--- src/rtl/dmem_arbiter.sv ---
// Two-master data-memory arbiter (CPU and debug/loader port).
// One request is served at a time. A winner is chosen in IDLE, the DMEM
// access happens in ACCESS, and the result is returned in RESP. The CPU
// normally has priority, but the debug port gets a turn after MAX_BURST
// consecutive CPU wins while it is waiting. Address range, size and
// alignment are checked before the access, so an illegal command never
// reaches the memory.
module dmem_arbiter #(
    parameter logic [31:0] BASE_ADDR = 32'h10010000,
    parameter int          MAX_BURST = 4
) (
    input  logic        clk,
    input  logic        rst,
    input  logic        cpu_req,
    input  logic        cpu_we,
    input  logic [31:0] cpu_addr,
    input  logic [31:0] cpu_wdata,
    input  logic [1:0]  cpu_size,
    input  logic        cpu_uns,
    output logic        cpu_gnt,
    output logic [31:0] cpu_rdata,
    output logic        cpu_err,
    input  logic        dbg_req,
    input  logic        dbg_we,
    input  logic [31:0] dbg_addr,
    input  logic [31:0] dbg_wdata,
    input  logic [1:0]  dbg_size,
    input  logic        dbg_uns,
    output logic        dbg_gnt,
    output logic [31:0] dbg_rdata,
    output logic        dbg_err,
    output logic        dm_ena,
    output logic        dm_r,
    output logic        dm_w,
    output logic [6:0]  dm_addr,
    output logic [31:0] dm_data_in,
    input  logic [31:0] dm_data_out,
    output logic        sb_flag,
    output logic        sh_flag,
    output logic        sw_flag,
    output logic        lb_flag,
    output logic        lh_flag,
    output logic        lbu_flag,
    output logic        lhu_flag,
    output logic        lw_flag
);

    localparam logic [1:0] IDLE   = 2'd0;
    localparam logic [1:0] ACCESS = 2'd1;
    localparam logic [1:0] RESP   = 2'd2;

    localparam logic [3:0] BURST_LIMIT = 4'(MAX_BURST);

    logic [1:0]  state;
    logic [3:0]  burst_cnt;

    // Latched command of the current winner
    logic        cmd_dbg;
    logic        cmd_we;
    logic [31:0] cmd_addr;
    logic [31:0] cmd_wdata;
    logic [1:0]  cmd_size;
    logic        cmd_uns;
    logic [31:0] cap;

    logic        any_req;
    logic        dbg_wins;
    logic [31:0] offset;
    logic        illegal;

    assign any_req  = cpu_req | dbg_req;
    // Debug wins when alone, or when the CPU has used up its burst allowance
    assign dbg_wins = dbg_req & (~cpu_req | (burst_cnt >= BURST_LIMIT));
    // Wrap-around subtraction: addresses below the base become huge offsets
    assign offset   = cmd_addr - BASE_ADDR;

    // Command legality: range, illegal size code, half/word alignment
    always_comb begin
        illegal = 1'b0;
        if (offset[31:7] != 25'd0)
            illegal = 1'b1;
        if (cmd_size == 2'b11)
            illegal = 1'b1;
        if (cmd_size == 2'b01 && offset[0])
            illegal = 1'b1;
        if (cmd_size == 2'b10 && offset[1:0] != 2'b00)
            illegal = 1'b1;
    end

    // Transaction sequencing and CPU burst accounting
    always_ff @(posedge clk or negedge rst) begin
        if (!rst) begin
            state     <= IDLE;
            burst_cnt <= 4'd0;
        end else begin
            case (state)
                IDLE: begin
                    if (any_req) begin
                        state <= ACCESS;
                        if (dbg_wins)
                            burst_cnt <= 4'd0;
                        else if (dbg_req) begin
                            if (burst_cnt != 4'hF)
                                burst_cnt <= burst_cnt + 4'd1;
                        end else
                            burst_cnt <= 4'd0;
                    end
                end
                ACCESS:  state <= RESP;
                RESP:    state <= IDLE;
                default: state <= IDLE;
            endcase
        end
    end

    // Command latch in IDLE and read-data capture at the end of ACCESS
    always_ff @(posedge clk or negedge rst) begin
        if (!rst) begin
            cmd_dbg   <= 1'b0;
            cmd_we    <= 1'b0;
            cmd_addr  <= 32'd0;
            cmd_wdata <= 32'd0;
            cmd_size  <= 2'd0;
            cmd_uns   <= 1'b0;
            cap       <= 32'd0;
        end else begin
            if (state == IDLE && any_req) begin
                cmd_dbg   <= dbg_wins;
                cmd_we    <= dbg_wins ? dbg_we    : cpu_we;
                cmd_addr  <= dbg_wins ? dbg_addr  : cpu_addr;
                cmd_wdata <= dbg_wins ? dbg_wdata : cpu_wdata;
                cmd_size  <= dbg_wins ? dbg_size  : cpu_size;
                cmd_uns   <= dbg_wins ? dbg_uns   : cpu_uns;
            end
            if (state == ACCESS)
                cap <= (!illegal && !cmd_we) ? dm_data_out : 32'd0;
        end
    end

    // Output decode: DMEM side only in ACCESS, requester side only in RESP
    always_comb begin
        dm_ena     = 1'b0;
        dm_r       = 1'b0;
        dm_w       = 1'b0;
        dm_addr    = 7'd0;
        dm_data_in = 32'd0;
        sb_flag    = 1'b0;
        sh_flag    = 1'b0;
        sw_flag    = 1'b0;
        lb_flag    = 1'b0;
        lh_flag    = 1'b0;
        lbu_flag   = 1'b0;
        lhu_flag   = 1'b0;
        lw_flag    = 1'b0;
        cpu_gnt    = 1'b0;
        cpu_rdata  = 32'd0;
        cpu_err    = 1'b0;
        dbg_gnt    = 1'b0;
        dbg_rdata  = 32'd0;
        dbg_err    = 1'b0;
        if (state == ACCESS && !illegal) begin
            dm_ena     = 1'b1;
            dm_r       = ~cmd_we;
            dm_w       = cmd_we;
            dm_addr    = offset[6:0];
            dm_data_in = cmd_wdata;
            if (cmd_we) begin
                case (cmd_size)
                    2'b00:   sb_flag = 1'b1;
                    2'b01:   sh_flag = 1'b1;
                    default: sw_flag = 1'b1;
                endcase
            end else begin
                case (cmd_size)
                    2'b00: begin
                        lbu_flag = cmd_uns;
                        lb_flag  = ~cmd_uns;
                    end
                    2'b01: begin
                        lhu_flag = cmd_uns;
                        lh_flag  = ~cmd_uns;
                    end
                    default: lw_flag = 1'b1;
                endcase
            end
        end
        if (state == RESP) begin
            if (cmd_dbg) begin
                dbg_gnt   = 1'b1;
                dbg_rdata = cap;
                dbg_err   = illegal;
            end else begin
                cpu_gnt   = 1'b1;
                cpu_rdata = cap;
                cpu_err   = illegal;
            end
        end
    end

endmodule
--- config.mk ---
export PLATFORM = sky130hd
export DESIGN_NAME = dmem_arbiter
export DESIGN_NICKNAME = d
export VERILOG_FILES = /design/src/rtl/dmem_arbiter.sv
export SDC_FILE = /design/constraint.sdc
export NUM_CORES = 1
export LEC_CHECK = 0
export BUFFER_PORTS_ARGS = -buffer_cell sky130_fd_sc_hd__buf_2
export CORE_UTILIZATION = 46
export DETAILED_ROUTE_END_ITERATION = 8
export GPL_TIMING_DRIVEN = 0
export PLACE_DENSITY = 0.91
export SLEW_MARGIN = 20
export SYNTH_ARGS = -nofsm -noshare
export SYNTH_HDL_FRONTEND = slang
export SYNTH_SLANG_ARGS = --single-unit
--- constraint.sdc ---
create_clock -name clk -period 2.49 [get_ports clk]
set_input_delay 0.498 -clock clk [delete_from_list [all_inputs] [get_ports clk]]
set_output_delay 0.498 -clock clk [all_outputs]
set_load 0.01 [all_outputs]
# Word level (Yosys, flattened, before mapping)

Cells that the tools add are included.

Output and inout bits: 118
Logic and storage cells: 94
Bits of input ports: 172
Register bits after elaboration: 107

Add/subtract/negate cells: 2
Equal/unequal tests: 8
Order comparisons: 1
Mux-type cells: 55
Bitwise logic cells: 6
Reductions and logical operators: 13

Operators with widths:

| kind                   | number |
|---|---|
| $mux 32                | 8 |
| $mux 1                 | 40 |
| $sub 32x29->32 const B | 1 |
| $reduce_bool 25->1     | 1 |
| $mux 4                 | 3 |
| $mux 7                 | 1 |
| $eq 2x2->1 const B     | 3 |
| $logic_and 1x1->1      | 5 |
| $add 4x1->4 const B    | 1 |
| $eq 2x1->1 const B     | 2 |
| $ge 4x3->1 const B     | 1 |
| $logic_not 2->1        | 2 |
| $mux 2                 | 2 |
| $ne 4x4->1 const B     | 1 |
| $pmux 2 s2             | 1 |
| $ne 3x1->1 const B     | 1 |
| $not 1->1              | 3 |
| $reduce_and 3->1       | 1 |
| $logic_not 1->1        | 2 |
| $ne 2x2->1 const B     | 1 |
| $or 1x1->1             | 2 |
| $reduce_bool 2->1      | 1 |
| $reduce_or 2->1        | 1 |
| $and 1x1->1            | 1 |

# Longest topological paths before layout

Gate-level depths: netlist of the first run.

Word-level depth: 9
Depth in mapped cells: 9
Depth with buffers taken out: 6

# Worst setup path after synthesis of the first run

OpenSTA, ideal clock, no wires.

Path type: register to output
Start: reg cmd_addr[16]
End: out dm_addr[0]
Arrival: 1.714 ns
Buffers on the path: 2
Path slack: 0.278 ns
Data required time: 1.992 ns
Stages on the path, launching flop included: 9
Path through: dfrtp_1 inv_1 ha_1 nor4bb_1 and4_1 and4_4 buf_6 buf_6 and2_1

Cells in the longest elaborated chain, start to end: 9

Ends and longest elaborated chain:

| element                  | line | RTL |
|---|---|---|
| start: declaration       | 60   | `logic [31:0] cmd_addr;` |
| start signal: assignment | 130  | `cmd_addr <= dbg_wins ? dbg_addr : cpu_addr;` |
| $sub 32x29->32           | 75   | `assign offset = cmd_addr - BASE_ADDR;` |
| $reduce_bool 25->1       | 80   | `if (offset[31:7] != 25'd0)` |
| $mux 1                   | 80   |  |
| $mux 1                   | 82   | `if (cmd_size == 2'b11)` |
| $mux 1                   | 84   | `if (cmd_size == 2'b01 && offset[0])` |
| $mux 1                   | 86   | `if (cmd_size == 2'b10 && offset[1:0] != 2'b00)` |
| $logic_not 1->1          | 161  | `if (state == ACCESS && !illegal) begin` |
| $logic_and 1x1->1        | 161  |  |
| $mux 7                   | 161  |  |
| end: declaration         | 35   | `output logic [6:0] dm_addr,` |

No other way between the ends.

# Final worst setup path of the first run

Start: reg cmd_addr[17]
End: out dm_data_in[18]

Cells in the longest elaborated chain, start to end: 9

Ends and longest elaborated chain:

| element            | line | RTL |
|---|---|---|
| $sub 32x29->32     | 75   |  |
| $reduce_bool 25->1 | 80   |  |
| $mux 1             | 80   |  |
| $mux 1             | 82   |  |
| $mux 1             | 84   |  |
| $mux 1             | 86   |  |
| $logic_not 1->1    | 161  |  |
| $logic_and 1x1->1  | 161  |  |
| $mux 32            | 161  |  |
| end: declaration   | 36   | `output logic [31:0] dm_data_in,` |

No other way between the ends.

==> results of run 1 <==
==> worst max-delay path, cell delays in order (launching register included) <==
cell,delay (ps)
dfrtp_1,380
inv_2,60
ha_4,260
nor4bb_4,200
and4_4,290
and4_4,280
buf_12,120
buf_8,110
and2_1,160
buf_6,110
==> state kept, by name, summed over array words and instances (netlist names) <==
register	count
cap	32
cmd_addr	32
cmd_wdata	32
burst_cnt	4
cmd_size	2
state	2
cmd_dbg	1
cmd_uns	1
cmd_we	1
==> power breakdown <==
| part | leakage [nW] | internal, mW | switching, mW |
|---|---|---|---|
| logic | 2.88 | 0.833 | 1.53 |
| clock network | 0.145 | 0.804 | 0.628 |
| registers | 1.37 | 2.32 | 0.421 |
| total | 4.40 | 3.96 | 2.58 |
==> timing repair <==
item,in CTS,in global routing
gates cloned,2,0
pin swaps,7,10
endpoints found under the setup margin,81,58
hold buffers,0,0
buffers inserted,9,1
resized for setup,31,27
==> cell usage after synthesis (4+ instances only) <==
cell and instances:
nand2_1 108, dfrtp_1 107, and2_1 105, o21ai_0 80, mux2i_1 68, nand4_1 33
clkbuf_1 24, o21ai_1 23, buf_2 13, buf_1 7, nor2_1 7, nor4_1 6
buf_6 5, inv_1 5, and3_1 4
==> cell type report <==
cell class | instances | share of cell area
inverters | 5 | 0.00234
repair buffers | 300 | 0.210
flip-flops and latches | 107 | 0.334
plain buffers | 48 | 0.0290
multi-input cells | 461 | 0.361
clock inverters | 5 | 0.00655
clock buffers | 11 | 0.0303
well taps | 168 | 0.0262
==> logic make-up after synthesis <==
logic type / share of synthesized area
XOR/XNOR: 0.00153
multiplexers: 0.121
AO/OA/AOI/OAI: 0.101
AND/OR/NAND/NOR: 0.256
buffers and inverters: 0.0475
adder cells (fa/ha/maj): 0.00438
flip-flops: 0.468
==> final timing paths <==
check / start / end / slack (ps) / depth (start not counted)
min in group clk: dm_data_out[21] / cap[21]$_DFFE_PN0N_ / 390 / 3
hold / removal: rst / cmd_addr[13]$_DFFE_PN0P_ / 80 / 1
setup reg to reg: cmd_addr[16]$_DFFE_PN0P_ / cap[18]$_DFFE_PN0N_ / 380 / 8
hold reg to reg: cmd_wdata[12]$_DFFE_PN0P_ / cmd_wdata[12]$_DFFE_PN0P_ / 470 / 2
setup / recovery: cmd_addr[17]$_DFFE_PN0P_ / dm_data_in[18] / -320 / 9
max in group asynchronous: rst / cap[23]$_DFFE_PN0N_ / 1750 / 2
==> metal layers <==
metal,wire (um),up-vias
li1,-,2745
met1,6940,2623
met2,9150,232
met3,968,30
met4,342,0
met5,0,-
==> stage by stage <==
stage	std cells	setup WS, ps
floorplan	623	278
global placement	1080	-245
detailed placement	1081	-231
CTS	1107	-310
global route	1105	-422
finish	1105	-319
==> impl_metrics.ini, run 1 <==
[synth]
netlist_top_cells_area = dfrtp_1 47%, mux2i_1 12%, and2_1 11%
synth_ff_type = dfrtp_1
synth-seq-cells = 107
yosys.area.top_type = dfrtp_1
netlist.area_leader.share = 0.468
post_synth_num_cell_types = 36
yosysSeqAreaShare = 0.468
synthCells = 623
yosys_warnings = 0
synthArstFlopShare = 1.00
synth_edf_count = 0
netlist_area_um2 = 5720
syn_nets = 797
avgSynthCellArea_um2 = 9.18

[clock_tree]
clock_latency_ps = 340
cts.clk_slew.worst_paths_ps = 70
cts_buffers = 9
h-tree-depth = 3
clock-sinks = 107
clock_path_buffers = 2
root_buffer = clkbuf_16
tritoncts = done

[die]
start_util = 0.474
core_um2 = 12100
ios = 290
rows = 40
die_area_um2 = 12900
die_w_um = 113
die_y_um = 113

[routing]
first_pass_iters = 5
first_iter_violations = 253
ant_nets = 0
drt-total-wl_um = 17400
routedWlPerCell_um = 15.7
vias = 5630
drt-vias-per-instance = 5.10
drc_errors = 0

[status]
violations = negative setup slack
outcome = complete, but fails checks

[run]
cap_violations = 0

[sta]
drv_slew = 0
fmaxAchievable_mhz = 356
fin_tns_setup_ps = -13140
worst_pin_slew_ps = 823
rsz0062_at_grt = true
finalHoldViolCount = 0
fin_ws_ps = -319
setup_viol = 52
hold_ws_ps = 81.3
period_share = 1.13
period_needed_ps = 2810
fin_worst_skew_ps = 8.51
maxSlewHeadroom = 0.448

[final_layout]
final_cell_mix = 284 x buf_2, 108 x nand2_1, 107 x dfrtp_1
post-route-util = 0.665
drive_gt1_frac = 0.385
diodes = 0
regArea_um2 = 2680
final_area_um2 = 8020
final_common_cell = buf_2
fillers = 1010
syn_to_final_growth_pct = 40.3
multi_input_area_um2 = 2900
nets = 1106

[pwr]
p_leak_nw = 4.40
ir_drop_uv = 502
powerDensity_nw_per_um2 = 815
p_total_mw = 6.54

[global_routing]
grt_overflow = 0
antenna_found_initial = 0
use_met2 = 0.507
use_met1 = 0.304
use_met3 = 0.0478
grt_usage = 0.268
top_usage_layer = met2
grt_max_degree = 61
grt_pass1_vias = 5437
grt_pass1_wl_um = 26800

[worst_setup_path]
arrival_ps = 2310
cp-end-kind = output pin
critPathLaunchType = flip-flop
crit_type = flip-flop to output pin
required_ps = 1990
crit_fanout = 10

[placement]
place.gp.congestion = 0.836
io_buffer_count = 289
place_hpwl_um = 12900
place_area_um2 = 7410

[min_path]
hp-class = input pin to async pin
(Power assumes the default switching activity.)
==> run 2: changes to the inputs <==
Settings changed: CORE_MARGIN set to 4.
==> impl_metrics.ini, run 2 (synthesized netlist as in run 1, its figures left out) <==
[status]
outcome = complete, but fails checks
violations = negative setup slack

[worst_setup_path]
reg2regPathDepth = 8
crit_buf_inv = 3
r2r_start = cmd_addr[16]$_DFFE_PN0P_
critPathLaunchType = flip-flop
r2r-end = cap[18]$_DFFE_PN0N_
path_cells = inv_2 > ha_4 > nor4bb_4 > and4_4 > and4_4 > buf_6 > and3_4 > buf_6
rrSetupSlack_ps = 400
slowest_stage = dfrtp_1
cpLargestDelayFamily = simple AND/OR/NAND/NOR gates
crit_type = flip-flop to output pin
arrival_ps = 2250
cp-end-kind = output pin
crit_fanout = 5
required_ps = 1990
max_stage_delay_ps = 390

[pwr]
internal_power_mw = 3.90
powerDensity_nw_per_um2 = 784
pwr-share-seq = 0.424
p_sw_mw = 2.57
p_leak_nw = 4.45
clkPwrFrac = 0.206
combPwrFrac = 0.370
swShare = 0.397
p_total_mw = 6.46
ir_drop_uv = 475

[final_layout]
final_cell_mix = 260 x buf_2, 108 x nand2_1, 106 x dfrtp_1
drive_gt1_frac = 0.415
diodes = 0
regArea_um2 = 2680
post-route-util = 0.680
fillers = 987
nets = 1111
multi_input_area_um2 = 2960
syn_to_final_growth_pct = 44.1
largest_registers = cap: 32 flops, cmd_addr: 32 flops, cmd_wdata: 32 flops
final_common_cell = buf_2

[global_routing]
grt_pass1_vias = 5594
antenna_found_initial = 2
grt_usage = 0.245
grt_pass1_wl_um = 28000
grt_max_degree = 63
grt_overflow = 0

[sta]
drv_slew = 0
period_share = 1.10
rsz0062_at_grt = true
finalHoldViolCount = 0
hold_ws_ps = 93.1
maxSlewHeadroom = 0.510
fin_ws_ps = -261
period_needed_ps = 2750
setup_viol = 52
fmaxAchievable_mhz = 363
fin_worst_skew_ps = 5.91
worst_pin_slew_ps = 730

[run]
cap_violations = 0

[min_path]
hp-class = input pin to async pin

[die]
start_util = 0.472
die_y_um = 119
ios = 290
die_w_um = 119
rows = 40
core_um2 = 12100
die_area_um2 = 14300

[clock_tree]
root_buffer = clkbuf_16
cts.clk_slew.worst_paths_ps = 70
hold_buffers = 0
clock_latency_ps = 330
clock-sinks = 107
tritoncts = done
clock_path_buffers = 2
h-tree-depth = 3
cts_buffers = 9

[routing]
drt-vias-per-instance = 5.14
routedWlPerCell_um = 16.7
ant_nets = 0
vias = 5693
first_pass_iters = 5
drc_errors = 0
drt-total-wl_um = 18500
first_iter_violations = 356

[placement]
place.gp.congestion = 0.825
io_buffer_count = 289
place_hpwl_um = 13600
==> run 2: cell count changes in the layout (fill, tap and decap cells not counted), sizes merged <==
cell | previous run | this run
clkinv | 3 | 1
buf | 324 | 329
clkbuf | 35 | 36
bufinv | 1 | 0
==> run 2: worst reg2reg max path, delay by kind of cell (launching register included) <==
family	cells	cell delay [ps]
AO/OA/AOI/OAI	1	140
AND/OR/NAND/NOR	3	580
flip-flops	1	410
adder cells (fa/ha/maj)	1	200
buffers and inverters	3	640
==> run 2: worst max-delay path by stage <==
stage                               end                     start  cells after the start
floorplan                    dm_addr[0]  cmd_addr[16]$_DFFE_PN0P_                      8
global placement    cap[10]$_DFFE_PN0N_                       rst                      1
detailed placement        dm_data_in[4]  cmd_addr[16]$_DFFE_PN0P_                     10
CTS                             sw_flag  cmd_addr[16]$_DFFE_PN0P_                      8
global route                    sw_flag  cmd_addr[16]$_DFFE_PN0P_                      8
finish                          sw_flag  cmd_addr[16]$_DFFE_PN0P_                      8
==> run 2: metal layers <==
metal | global-route usage | up-vias | wire (um)
li1 | - | 2756 | -
met1 | 0.284 | 2672 | 7160
met2 | 0.452 | 233 | 9810
met4 | 0.0759 | 4 | 308
met5 | 0 | - | 27
met3 | 0.0514 | 28 | 1230
==> run 2: power by group through the flow <==
| stage | Sequential, mW | Combinational [mW] | Clock [mW] |
|---|---|---|---|
| 6_report | 2.74 | 2.39 | 1.33 |
| 5_1_grt | 2.81 | 2.69 | 1.42 |
| 4_1_cts | 2.71 | 2.37 | 1.35 |
| 3_5_place_dp | 2.72 | 2.18 | 0 |
| 3_3_place_gp | 2.69 | 2.10 | 0 |
| 2_1_floorplan | 2.60 | 1.49 | 0 |
==> run 2: repair_timing <==
item / 4_1_cts / 5_1_grt
gates resized for setup: 72 / 39
gates cloned: 5 / 0
setup buffers: 7 / 2
endpoints found under the setup margin: 80 / 52
pin swaps: 37 / 8
==> run 2: cell type report <==
class,count,area share
Tap cell,168,0.0255
Multi-Input combinational cell,461,0.359
Clock buffer,12,0.0311
Sequential cell,107,0.325
Buffer,50,0.0301
Clock inverter,2,0.00152
Inverter,5,0.00228
Timing Repair Buffer,303,0.225
==> run 2: through the flow <==
stage / setup slack (ps) / setup TNS, ps / cells / cell area, um^2
after floorplan: 278 / 0 / 623 / 5720
after global placement: -222 / -25360 / 1080 / 7370
after detailed placement: -97.9 / -2920 / 1081 / 7410
after CTS: -208 / -8000 / 1106 / 8060
after global routing: -325 / -14530 / 1108 / 8240
final: -261 / -10760 / 1108 / 8240
==> run 3: changes to the inputs <==
Settings changed: CORE_UTILIZATION 46 to 40, PLACE_DENSITY 0.91 to 0.82, SKIP_LAST_GASP set to 1.
==> impl_metrics.ini, run 3 (synthesized netlist as in run 1, its figures left out) <==
[die]
die_area_um2 = 16300
rows = 43
ios = 290
start_util = 0.410
die_y_um = 128
core_um2 = 13900
die_w_um = 128

[status]
outcome = complete, but fails checks
violations = negative setup slack

[clock_tree]
root_buffer = clkbuf_16
cts_buffers = 9
clock_latency_ps = 350
hold_buffers = 0
tritoncts = done
clock_path_buffers = 2
clock-sinks = 107
cts.clk_slew.worst_paths_ps = 70
h-tree-depth = 3

[sta]
fin_ws_ps = -288
fmaxAchievable_mhz = 360
hold_ws_ps = 47.6
rsz0062_at_grt = true
worst_pin_slew_ps = 823
fin_worst_skew_ps = 5.30
drv_slew = 0
fin_tns_setup_ps = -12410
period_share = 1.12
setup_viol = 52
period_needed_ps = 2780
maxSlewHeadroom = 0.448
finalHoldViolCount = 0

[routing]
drt-total-wl_um = 18800
first_iter_violations = 169
routedWlPerCell_um = 16.7
drc_errors = 0
ant_nets = 0
drt-vias-per-instance = 5.02
vias = 5643
first_pass_iters = 4

[worst_setup_path]
crit_buf_inv = 4
path_cells = inv_2 > ha_4 > nor4bb_4 > and4_4 > and4_4 > clkbuf_16 > buf_6 > and3_4 > buf_6
rrSetupSlack_ps = 390
cp-end-kind = output pin
critPathLaunchType = flip-flop
arrival_ps = 2280
cpLargestDelayFamily = simple AND/OR/NAND/NOR gates
required_ps = 1990
crit_fanout = 4
max_stage_delay_ps = 380
slowest_stage = dfrtp_1
crit_type = flip-flop to output pin

[run]
cap_violations = 0

[final_layout]
final_common_cell = buf_2
syn_to_final_growth_pct = 48.3
final_cell_mix = 254 x buf_2, 108 x nand2_1, 106 x dfrtp_1
largest_registers = cap: 32 flops, cmd_addr: 32 flops, cmd_wdata: 32 flops
fin_cells = 1123
diodes = 0
drive_gt1_frac = 0.422
nets = 1112

[placement]
io_buffer_count = 289
dp.cells = 1093
place_hpwl_um = 13800
place.gp.congestion = 0.816

[pwr]
swShare = 0.383
pwr-share-seq = 0.409
combPwrFrac = 0.349
clkPwrFrac = 0.242
ir_drop_uv = 452
p_sw_mw = 2.59
internal_power_mw = 4.18
p_leak_nw = 4.54
powerDensity_nw_per_um2 = 799

[global_routing]
grt_pass1_vias = 5504
grt_pass1_wl_um = 27900
grt_usage = 0.217
grt_max_degree = 68
antenna_found_initial = 0
grt_overflow = 0

[min_path]
hp-class = input pin to async pin
==> run 3: timing repair <==
action	CTS	global route
buffers inserted	8	2
endpoints found under the setup margin	82	80
resized for setup	73	59
pin swaps	17	28
cloned	3	3
==> run 3: path summary, 6_finish.rpt <==
check                                           from                        end  depth (start not counted)
max                         cmd_addr[17]$_DFFE_PN0P_                    sw_flag                          9
min                                              rst        cap[10]$_DFFE_PN0N_                          1
max reg2reg                     state[0]$_DFFE_PN0P_   cmd_addr[31]$_DFFE_PN0P_                          6
min reg2reg                cmd_wdata[20]$_DFFE_PN0P_  cmd_wdata[20]$_DFFE_PN0P_                          2
max in group asynchronous                        rst    cmd_size[0]$_DFFE_PN0P_                          2
min in group clk                     dm_data_out[20]        cap[20]$_DFFE_PN0N_                          3
==> run 3: layout make-up <==
type / instances / area (um^2)
clock inverters: 5 / 100
clock buffers: 11 / 243
multi-input cells: 460 / 2970
well taps: 180 / 225
plain buffers: 50 / 272
flip-flops and latches: 107 / 2680
inverters: 5 / 18.8
fillers: 1206 / 5450
repair buffers: 305 / 1970
==> run 3: power by group through the flow <==
stage	sequential [mW]	clock (mW)	combinational, mW
6_report	2.77	1.64	2.36
5_1_grt	2.85	1.74	2.66
4_1_cts	2.72	1.68	2.31
3_5_place_dp	2.73	0	2.19
3_3_place_gp	2.70	0	2.12
2_1_floorplan	2.60	0	1.49
==> run 3: routing by layer <==
layer / share of wire / up-vias / GRT usage
li1: - / 2750 / -
met1: 0.39 / 2666 / 0.254
met2: 0.53 / 202 / 0.398
met3: 0.063 / 25 / 0.0422
met4: 0.017 / 0 / 0.0713
met5: 0 / - / 0
==> run 3: per-stage QoR <==
stage	util	power (mW)	worst slack [ps]	area, um^2
after global routing	0.609	7.25	-377	8480
after detailed placement	0.533	4.92	-103	7420
final	0.609	6.78	-288	8480
after CTS	0.587	6.71	-330	8180
after global placement	0.530	4.82	-275	7390
after floorplan	-	4.09	278	5720
